<file path="src/rtl/sp_req_router_pkg.sv">
// Shared types for the scratchpad request router: bank geometry, the
// per-bank request record and the bank identifier carried by the order FIFO.
package sp_req_router_pkg;

    localparam int NBANKS     = 4;
    localparam int BANK_SEL_W = $clog2(NBANKS);
    localparam int ADDR_W     = 12;
    localparam int DATA_W     = 32;
    localparam int LADDR_W    = ADDR_W - BANK_SEL_W;

    typedef logic [BANK_SEL_W-1:0] bank_id_t;

    typedef struct packed {
        logic               wen;
        logic [LADDR_W-1:0] addr;
        logic [DATA_W-1:0]  wdata;
    } sp_bank_req_t;

endpackage

</file>
<file path="src/rtl/sp_req_router_sync_fifo.sv">
// Synchronous FIFO with registered storage and no bypass paths.
// Pointers carry one extra wrap bit so full/empty never alias.
module sp_sync_fifo #(
    parameter int  DEPTH = 4,
    parameter type T     = logic
) (
    input  logic                     clk,
    input  logic                     rst_n,
    input  logic                     push,
    input  logic                     pop,
    input  T                         din,
    output T                         dout,
    output logic                     full,
    output logic                     empty,
    output logic [$clog2(DEPTH):0]   count
);

    localparam int AW = $clog2(DEPTH);

    T           mem [DEPTH];
    logic [AW:0] wptr;
    logic [AW:0] rptr;
    logic        do_push;
    logic        do_pop;

    // Status flags and qualified push/pop; a full FIFO refuses a push even
    // when it pops in the same cycle.
    always_comb begin
        full    = (wptr[AW] != rptr[AW]) && (wptr[AW-1:0] == rptr[AW-1:0]);
        empty   = (wptr == rptr);
        count   = wptr - rptr;
        do_push = push && !full;
        do_pop  = pop && !empty;
        dout    = mem[rptr[AW-1:0]];
    end

    // Pointer registers, cleared asynchronously.
    always_ff @(posedge clk or negedge rst_n) begin
        if (!rst_n) begin
            wptr <= '0;
            rptr <= '0;
        end else begin
            if (do_push) wptr <= wptr + (AW+1)'(1);
            if (do_pop)  rptr <= rptr + (AW+1)'(1);
        end
    end

    // Storage write; contents need no reset since the pointers gate visibility.
    always_ff @(posedge clk) begin
        if (do_push) mem[wptr[AW-1:0]] <= din;
    end

endmodule

</file>
<file path="src/rtl/sp_req_router.sv">
// Scratchpad front end: decodes the bank from the low address bits, queues
// requests per bank, and returns read data in request order using a FIFO of
// bank ids.
module sp_req_router #(
    parameter int NBANKS    = 4,
    parameter int ADDR_W    = 12,
    parameter int DATA_W    = 32,
    parameter int BQ_DEPTH  = 4,
    parameter int ORD_DEPTH = 8
) (
    input  logic                                            CLK,
    input  logic                                            nRST,
    input  logic                                            req_valid,
    output logic                                            req_ready,
    input  logic                                            req_wen,
    input  logic [ADDR_W-1:0]                               req_addr,
    input  logic [DATA_W-1:0]                               req_wdata,
    output logic [NBANKS-1:0]                               bank_req_valid,
    input  logic [NBANKS-1:0]                               bank_req_ready,
    output logic [NBANKS-1:0]                               bank_req_wen,
    output logic [NBANKS-1:0][ADDR_W-$clog2(NBANKS)-1:0]    bank_req_addr,
    output logic [NBANKS-1:0][DATA_W-1:0]                   bank_req_wdata,
    input  logic [NBANKS-1:0]                               bank_rsp_valid,
    input  logic [NBANKS-1:0][DATA_W-1:0]                   bank_rsp_rdata,
    output logic [NBANKS-1:0]                               bank_rsp_ready,
    output logic                                            rsp_valid,
    input  logic                                            rsp_ready,
    output logic [DATA_W-1:0]                               rsp_rdata,
    output logic [$clog2(ORD_DEPTH):0]                      rd_outstanding
);

    import sp_req_router_pkg::*;

    localparam int SEL_W = $clog2(NBANKS);
    localparam int BQ_AW = $clog2(BQ_DEPTH);

    logic [SEL_W-1:0]                 sel;
    logic                             accept;
    sp_bank_req_t                     bq_din;
    sp_bank_req_t                     bq_dout [NBANKS];
    logic [NBANKS-1:0]                bq_push;
    logic [NBANKS-1:0]                bq_pop;
    logic [NBANKS-1:0]                bq_full;
    logic [NBANKS-1:0]                bq_empty;
    logic [NBANKS-1:0][BQ_AW:0]       bq_count_unused;
    logic                             ord_push;
    logic                             ord_pop;
    logic                             ord_full;
    logic                             ord_empty;
    bank_id_t                         ord_head;

    // Request decode and accept: only the addressed bank's FIFO (and, for
    // reads, the order FIFO) can stall the requester.
    always_comb begin
        sel       = req_addr[SEL_W-1:0];
        req_ready = !bq_full[sel] && (req_wen || !ord_full);
        accept    = req_valid && req_ready;
        bq_din    = '{wen: req_wen, addr: req_addr[ADDR_W-1:SEL_W], wdata: req_wdata};
        bq_push   = '0;
        if (accept) bq_push[sel] = 1'b1;
        ord_push  = accept && !req_wen;
    end

    for (genvar i = 0; i < NBANKS; i++) begin : g_bank
        sp_sync_fifo #(
            .DEPTH (BQ_DEPTH),
            .T     (sp_bank_req_t)
        ) u_bq (
            .clk   (CLK),
            .rst_n (nRST),
            .push  (bq_push[i]),
            .pop   (bq_pop[i]),
            .din   (bq_din),
            .dout  (bq_dout[i]),
            .full  (bq_full[i]),
            .empty (bq_empty[i]),
            .count (bq_count_unused[i])
        );

        assign bank_req_valid[i] = !bq_empty[i];
        assign bank_req_wen[i]   = bq_dout[i].wen;
        assign bank_req_addr[i]  = bq_dout[i].addr;
        assign bank_req_wdata[i] = bq_dout[i].wdata;
        assign bq_pop[i]         = !bq_empty[i] && bank_req_ready[i];
    end

    sp_sync_fifo #(
        .DEPTH (ORD_DEPTH),
        .T     (bank_id_t)
    ) u_ord (
        .clk   (CLK),
        .rst_n (nRST),
        .push  (ord_push),
        .pop   (ord_pop),
        .din   (sel),
        .dout  (ord_head),
        .full  (ord_full),
        .empty (ord_empty),
        .count (rd_outstanding)
    );

    // Response mux: only the bank at the head of the order FIFO may hand
    // over data; other banks' responses wait with ready held low.
    always_comb begin
        rsp_valid      = !ord_empty && bank_rsp_valid[ord_head];
        rsp_rdata      = bank_rsp_rdata[ord_head];
        bank_rsp_ready = '0;
        if (rsp_ready && !ord_empty) bank_rsp_ready[ord_head] = 1'b1;
        ord_pop        = rsp_valid && rsp_ready;
    end

endmodule
</file>
<file path="config.mk">
export PLATFORM = sky130hd
export DESIGN_NAME = sp_req_router
export DESIGN_NICKNAME = d
export VERILOG_FILES = /design/src/rtl/sp_req_router_pkg.sv /design/src/rtl/sp_req_router_sync_fifo.sv /design/src/rtl/sp_req_router.sv
export SDC_FILE = /design/constraint.sdc
export NUM_CORES = 1
export LEC_CHECK = 0
export CAP_MARGIN = 20
export CORE_ASPECT_RATIO = 0.5
export CORE_MARGIN = 2
export CORE_UTILIZATION = 35
export CTS_CLUSTER_SIZE = 40
export DETAILED_ROUTE_END_ITERATION = 10
export PLACE_DENSITY_LB_ADDON = 0.2
export SLEW_MARGIN = 20
export SYNTH_ARGS = -nofsm -noshare
export SYNTH_HDL_FRONTEND = slang
export SYNTH_SLANG_ARGS = --single-unit
</file>
<file path="constraint.sdc">
create_clock -name CLK -period 4.4 [get_ports CLK]
set_clock_uncertainty 0.1 [all_clocks]
set_input_delay 0.66 -clock CLK [delete_from_list [all_inputs] [get_ports CLK]]
set_output_delay 0.66 -clock CLK [all_outputs]
set_load 0.01 [all_outputs]
</file>
* After elaboration in Yosys (flattened, before gate mapping)
Memory sizes are Yosys's and may differ from the RTL's. Cells that the tools add are included.
Word-level totals: bits in registers 32, bits in writable memories 704, output and inout bits 218, word-level logic and storage cells 107, memories 5
Memory list:
- g_bank[0].u_bq.mem | words 4, width 43, read ports 1, clocked after memory_dff 0, write ports 1, line sp_req_router_sync_fifo.sv:20 | T mem [DEPTH];
- g_bank[1].u_bq.mem | words 4, width 43, read ports 1, clocked after memory_dff 0, write ports 1, line sp_req_router_sync_fifo.sv:20
- g_bank[2].u_bq.mem | words 4, width 43, read ports 1, clocked after memory_dff 0, write ports 1, line sp_req_router_sync_fifo.sv:20
- g_bank[3].u_bq.mem | words 4, width 43, read ports 1, clocked after memory_dff 0, write ports 1, line sp_req_router_sync_fifo.sv:20
- u_ord.mem | words 8, width 2, read ports 1, clocked after memory_dff 0, write ports 1, line sp_req_router_sync_fifo.sv:20
Cells by class: add/subtract/negate cells 11, $lt $le $gt $ge 4, eq/ne operators 15, multiplexer cells 22, reductions and logical operators 40
Operators by type and width (count):
- $bmux 32 s2 | 1
- $mux 32 | 1
- $logic_and 1x1->1 | 27
- $add 3x1->3 const B | 8
- $eq 3x3->1 | 5
- $mux 1 | 14
- $logic_not 1->1 | 12
- $add 4x1->4 const B | 2
- $eq 2x2->1 | 4
- $mux 4 | 2
- $lt 2x3->1 const B | 2
- $ne 1x1->1 | 5
- $bmux 1 s2 | 2
- $demux 1 s2 | 2
- $eq 4x4->1 | 1
- $ge 2x1->1 const B | 2
- $sub 4x4->4 | 1
- $logic_or 1x1->1 | 1

* Longest topological paths before layout
Gate-level depths: netlist (run 1).
depth in word-level cells 11, depth in mapped cells 9

* By module
A second synthesis (run 1) with hierarchy kept.
Unflattened totals: cell total of the unflattened synthesis 1236, area, all modules 28841.4 um^2
Modules (own cells, without submodules):
- sp_sync_fifo (g_bank[0].u_bq ...) | instances 4, cells each 270, area each 6672.6 um^2
- sp_sync_fifo (u_ord) | instances 1, cells each 85, area each 1166.1 um^2
- sp_req_router | instances 1, cells each 71, area each 984.7 um^2

* Worst setup path after synthesis (run 1)
No wires, ideal clock.
path type reg2reg, from register u_ord.rptr[1], to memory g_bank[3].u_bq.mem[3][0] in the netlist's numbering (enable), arrival time 2.831 ns, data required time 3.894 ns, slack 1.063 ns, stages on the path, launching flop included 8, buffers on the path 0, path through dfrtp_1 > inv_1 > ha_1 > nand3_1 > nand2b_1 > o211ai_1 > nor3b_1 > and2_1
Between the ends: cells in the longest elaborated chain, start to end 10
RTL lines:
- from (decl) | line sp_req_router_sync_fifo.sv:22 | logic [AW:0] rptr;
- from (signal assigned) | line sp_req_router_sync_fifo.sv:44 | if (do_pop) rptr <= rptr + (AW+1)'(1);
- $eq 3x3->1 | line sp_req_router_sync_fifo.sv:29 | full = (wptr[AW] != rptr[AW]) && (wptr[AW-1:0] == rptr[AW-1:0]);
- $logic_and 1x1->1 | line sp_req_router_sync_fifo.sv:29
- $logic_not 1->1 | line sp_req_router.sv:56 | req_ready = !bq_full[sel] && (req_wen || !ord_full);
- $logic_or 1x1->1 | line sp_req_router.sv:56
- $logic_and 1x1->1 | line sp_req_router.sv:56
- $logic_and 1x1->1 | line sp_req_router.sv:57 | accept = req_valid && req_ready;
- $mux 4 | line sp_req_router.sv:60 | if (accept) bq_push[sel] = 1'b1;
- $logic_and 1x1->1 | line sp_req_router_sync_fifo.sv:32 | do_push = push && !full;
- $mux 1 | line sp_req_router_sync_fifo.sv:50 | if (do_push) mem[wptr[AW-1:0]] <= din;
- $mux 1 (implied by the code) | line sp_req_router_sync_fifo.sv:50
- to (decl) | line sp_req_router_sync_fifo.sv:20
Every way passes these cells.

* Worst setup path in the final report (run 1)
from register u_ord.rptr[0], to output port rsp_rdata[2]
Between the ends: cells in the longest elaborated chain, start to end 3
RTL lines:
- $mem_v2 8x2
- $bmux 32 s2 | line sp_req_router.sv:106 | rsp_rdata = bank_rsp_rdata[ord_head];
- $mux 32 (implied by the code) | line sp_req_router.sv:106
- to (decl) | line sp_req_router.sv:28 | output logic [DATA_W-1:0] rsp_rdata,
Every way passes these cells. The select of a mux whose other input is x is not followed.

==> impl_metrics.toml, run 1 <==
[layout]
multi_input_area_um2 = 6130
fillers = 6840
final_layout_size_suffix_gt1_share_pct = 19.2
ff_latch_area_um2 = 22000
post-route-util_pct = 45.4
fin_nets = 1988
syn_to_final_growth_pct = 27.7

[logic_synthesis]
synth_top_area_share_pct = 74.5
synth_cell_types = 39
synth-main-ff-cell = "edfxtp_1"
ys_warn_count = 0
synth.avg_cell_area_um2 = 21.6
yosysSeqAreaShare_pct = 77.3
async_reset_ff_share_pct = 4.35
synth_edf_count = 704
syn_inst = 1317
syn_nets = 1528
syn_area_um2 = 28400
yosys-top-cells-count = "edfxtp_1, mux4_2, nand2_1"
yosysTopAreaCell = "edfxtp_1"
yosys-top-cells-area = "edfxtp_1, mux4_2, dfrtp_1, nand2_1, ha_1"
yosysMostFrequentCell = "edfxtp_1"
synth-seq-cells = 736

[sta]
hold_viol_final = 0
rsz0062_at_grt = "false"
fin_crit_sh_pct = 92.8
tightest_slew_ns = 0.922
max_freq_ghz = 0.245
max_slew_margin_pct = 38.6
fin_setup_tns_ns = 0
period_needed_ns = 4.08
drv_slew = 0
setup_viol_count_final = 0
setup_ws_ns = 0.316
whs_ns = 0.0239

[routing]
vias_per_cell = 4.96
routedWlPerCell_um = 25.1
antenna_left = 0
first_pass_iters = 5
route.detailed.drc = 0
routed_wirelength_um = 73300
vias = 14502
first_iter_violations = 1325

[pwr]
peakVddDrop_uv = 506
leakage_nw = 11.7
cellPowerDensity_nw_per_um2 = 653
power.total_mw = 23.7

[worst_setup_path]
critical_path_class = "reg -> out"
cp.arrival_ns = 3.32
critPathRequiredTime_ns = 3.64
crit_slowest_cell = "clkdlybuf4s50_1"
cp_max_fo = 66
cp_slowest_stage_delay_ns = 0.60
start_kind = "flop"
path_cells = "buf_4 > mux4_2 > nand2_1 > and2_2 > buf_12 > and2_0 > a211oi_1 > a31oi_1 > clkdlybuf4s50_1"
cp-end-kind = "output pin"

[floorplan]
ios = 403
num_rows = 73
die_w_um = 407
dieArea_um2 = 83500
start_util_pct = 35.6
die_y_um = 205
coreArea_um2 = 79800

[global_routing]
grt_pass1_vias = 14551
grt_util_all_layers_pct = 17.4
grt_antenna_before_repair = 4
grt_first_pass_wirelength_um = 104000
grt_max_degree = 69
grt_remaining_overflow = 0

[cts]
path_clk_slew_ns = 0.07
post_cts_buffers = 0
ctsRootBufferMaster = "clkbuf_16"
cts_resized = 0
cts_buffers = 70
htree_levels = 3
cts_tree = "done"
clkSinkCount = 736
clk_latency_ns = 0.62
cts_hold_buffers = 0
clockBufferDepth = 3

[placement]
port_buffers = 402
place_ws_ns = 0.658
hpwl_um = 46000
gp_congestion = 0.760

[run]
max_cap_violations = 0

[outcome]
status = "complete, no violations"

[min_path]
worstHoldPathType = "in -> async"
[layer usage]
| metal | GRT usage, % | vias up | wire (um) |
|---|---|---|---|
| met2 | 30.0 | 365 | 37200 |
| met4 | 4.67 | 2 | 1660 |
| li1 | - | 6338 | - |
| met3 | 3.30 | 101 | 3390 |
| met1 | 22.7 | 7696 | 31100 |
| met5 | 0 | - | 13 |
[placed cells by master, fill, tap and decap left out, types with 5 or more instances in the layout]
| cell type | instances |
|---|---|
| xnor2_1 | 23 |
| clkinv_2 | 6 |
| a31oi_1 | 32 |
| and2_0 | 19 |
| nand3_1 | 11 |
| buf_12 | 13 |
| clkbuf_16 | 71 |
| inv_6 | 5 |
| nor2_1 | 12 |
| o21ai_0 | 6 |
| buf_4 | 36 |
| xor2_1 | 14 |
| and2_1 | 13 |
| inv_1 | 16 |
| clkdlybuf4s50_1 | 401 |
| edfxtp_1 | 704 |
| ha_1 | 25 |
| clkinv_1 | 26 |
| dfrtp_1 | 24 |
| nand2_1 | 84 |
| clkbuf_1 | 10 |
| mux4_2 | 176 |
| nor3_1 | 9 |
| and2_2 | 17 |
| a211oi_1 | 32 |
[state kept, by name (all words and copies together), names as in the netlist]
signal / flops
u_ord.wptr: 4
u_ord.mem: 16
g_bank.u_bq.mem: 688
u_ord.rptr: 4
g_bank.u_bq.wptr: 12
g_bank.u_bq.rptr: 12
[cell families (layout without fill, tap and decap cells)]
family	count (synthesis)	in the layout	share of synthesized area, %
AOI/OAI and AO/OA	74	74	1.75
xor gates and xnor gates	37	37	1.14
adders and majority gates	26	26	1.17
buffers and inverters	79	594	1.20
DFF	736	736	77.3
muxes	185	185	14.3
other	0	3	0
and+or+nand+nor	180	180	3.13
[path summary, 6_finish.rpt]
check / end / startpoint / slack, ns / depth (start not counted)
max in group asynchronous: g_bank[2].u_bq.rptr[0] / nRST / 3.52 / 1
hold / removal: g_bank[3].u_bq.rptr[2] / nRST / 0.02 / 1
setup / recovery: rsp_rdata[2] / u_ord.rptr[0] / 0.32 / 9
setup reg to reg: g_bank[3].u_bq.mem[0][5] / u_ord.rptr[1] / 1.05 / 8
min in group CLK: g_bank[2].u_bq.wptr[2] / g_bank[2].u_bq.wptr[2] / 0.38 / 1
hold reg to reg: g_bank[2].u_bq.wptr[2] / g_bank[2].u_bq.wptr[2] / 0.38 / 1
[worst max-delay path: cells and delay by family, from the launching register on]
family,cells,cell delay (ns)
compound gates,2,0.33
buf+inv,3,1.05
flops,1,0.35
mux,1,0.51
simple gates,3,0.45
[power by group]
part	leakage (nW)	switching (mW)	internal, mW	total [mW]
sequential	6.73	0.356	8.30	8.65
combinational	3.94	4.50	4.68	9.18
clock	1.06	2.63	3.22	5.85
total	11.7	7.49	16.2	23.7
[area by class of cell]
| class | instances | share of cell area, % |
|---|---|---|
| antenna | 3 | 0.0207 |
| clock buffer | 81 | 5.00 |
| clock inverter | 46 | 1.03 |
| inverter | 16 | 0.166 |
| multi-input combinational | 502 | 16.9 |
| sequential | 736 | 60.6 |
| tap | 1087 | 3.75 |
| timing repair buffer | 451 | 12.5 |
[through the flow]
step | cells | area [um^2]
CTS | 2919 | 36200
global route | 2922 | 36300
floorplan | 1317 | 28400
detailed placement | 2792 | 34100
finish | 2922 | 36300
global placement | 2792 | 34100
Power figures use the tool's default switching activity.
==> run 2: changes to the inputs <==
SETUP_SLACK_MARGIN = 0.4   (was default)
==> impl_metrics.toml, run 2 (synthesized netlist as in run 1, its figures left out) <==
[global_routing]
grt_first_pass_wirelength_um = 105000
grt_antenna_before_repair = 5
grt_max_degree = 69
grt_remaining_overflow = 0
grt_pass1_vias = 14598
grt_util_all_layers_pct = 17.5

[cts]
ctsRootBufferMaster = "clkbuf_16"
path_clk_slew_ns = 0.07
htree_levels = 3
cts_buffers = 70
clkSinkCount = 736
clk_latency_ns = 0.62
cts_tree = "done"
clockBufferDepth = 3

[worst_setup_path]
critPathRequiredTime_ns = 3.64
cp.arrival_ns = 3.06
critical_path_class = "reg -> out"
reg2reg_from = "u_ord.rptr[1]"
rrSetupSlack_ns = 1.04
cp_max_fo = 33
cp-end-kind = "output pin"
reg2reg_depth = 8
start_kind = "flop"
r2r-end = "g_bank[3].u_bq.mem[0][5]"

[floorplan]
coreArea_um2 = 79800
start_util_pct = 35.6
num_rows = 73
dieArea_um2 = 83500
die_w_um = 407
die_y_um = 205
ios = 403

[routing]
route.detailed.drc = 0
antenna_left = 0
routed_wirelength_um = 73800
vias_per_cell = 4.99
routedWlPerCell_um = 25.2
first_iter_violations = 1292
vias = 14613
first_pass_iters = 5

[layout]
syn_to_final_growth_pct = 28.3
multi_input_area_um2 = 6140
fin_nets = 1994
largest_reg_flops = 688
mostFrequentLayoutCells = "edfxtp_1, clkdlybuf4s50_1, mux4_2, nand2_1, clkbuf_16"
final_common_cell = "edfxtp_1"
fillers = 6830
finalInstanceArea_um2 = 36400
final_layout_size_suffix_gt1_share_pct = 19.6
post-route-util_pct = 45.6
ff_latch_area_um2 = 22000

[placement]
port_buffers = 402
hpwl_um = 46000
placed_area_um2 = 34100
gp_congestion = 0.760

[sta]
drv_slew = 0
whs_ns = 0.0205
setup_viol_count_final = 0
rsz0062_at_grt = "false"
tightest_slew_ns = 0.901
max_slew_margin_pct = 39.9
fin_crit_sh_pct = 86.9
hold_viol_final = 0
period_needed_ns = 3.82
max_freq_ghz = 0.262
fin_setup_tns_ns = 0

[outcome]
status = "complete, no violations"

[pwr]
leakage_nw = 12.0
peakVddDrop_uv = 629
cellPowerDensity_nw_per_um2 = 652
power.total_mw = 23.7

[run]
max_cap_violations = 0

[min_path]
worstHoldPathType = "in -> async"
[run 2: how the worst max path moves through the flow]
stage / startpoint / to / slack [ns]
2_1_floorplan: u_ord.rptr[1] / g_bank[3].u_bq.mem[3][0] / 1.06
3_3_place_gp: req_wen / g_bank[3].u_bq.mem[0][4] / 0.77
3_5_place_dp: req_wen / g_bank[3].u_bq.mem[0][11] / 0.66
4_1_cts: u_ord.rptr[0] / rsp_rdata[12] / 0.35
5_1_grt: u_ord.rptr[0] / rsp_rdata[21] / 0.42
6_report: u_ord.rptr[0] / rsp_rdata[21] / 0.58
[run 2: stage by stage]
step	cells	setup slack, ns
2_1_floorplan	1317	1.06
3_3_place_gp	2792	0.773
3_5_place_dp	2792	0.658
4_1_cts	2920	0.353
5_1_grt	2929	0.415
6_report	2929	0.577
[run 2: layer usage]
| metal | wire [um] | track usage (%) | vias up |
|---|---|---|---|
| met1 | 31200 | 22.8 | 7785 |
| met2 | 37400 | 30.1 | 376 |
| met4 | 1620 | 4.67 | 2 |
| met5 | 13 | 0 | - |
| li1 | - | - | 6353 |
| met3 | 3520 | 3.26 | 97 |
[run 2: timing repair]
action | CTS | global route
endpoints found under the hold margin | 0 | 0
gates cloned | 1 | 0
setup buffers | 0 | 5
endpoints found under the setup margin | 20 | 51
hold buffers | 0 | 0
gates resized for setup | 6 | 35
[run 2: worst max-delay path, cell delays in order, from the launching register on]
cell,delay [ns]
dfrtp_1,0.37
buf_6,0.16
mux4_2,0.50
nand2_1,0.12
and2_4,0.21
buf_12,0.19
and2_1,0.14
a211oi_1,0.05
a31oi_1,0.16
clkdlybuf4s50_1,0.55
[run 2: report_power, final]
part	switching (mW)	internal [mW]	leakage (nW)
clock network	2.63	3.22	1.06
registers	0.301	8.30	6.73
logic	4.62	4.67	4.23
[run 2: final cells by class]
| cell class | instances | area share [%] |
|---|---|---|
| clock inverter | 46 | 1.03 |
| multi-input combinational | 502 | 16.9 |
| inverter | 16 | 0.165 |
| timing repair buffer | 457 | 12.9 |
| clock buffer | 81 | 4.98 |
| tap | 1087 | 3.74 |
| sequential | 736 | 60.3 |
| antenna | 4 | 0.0275 |
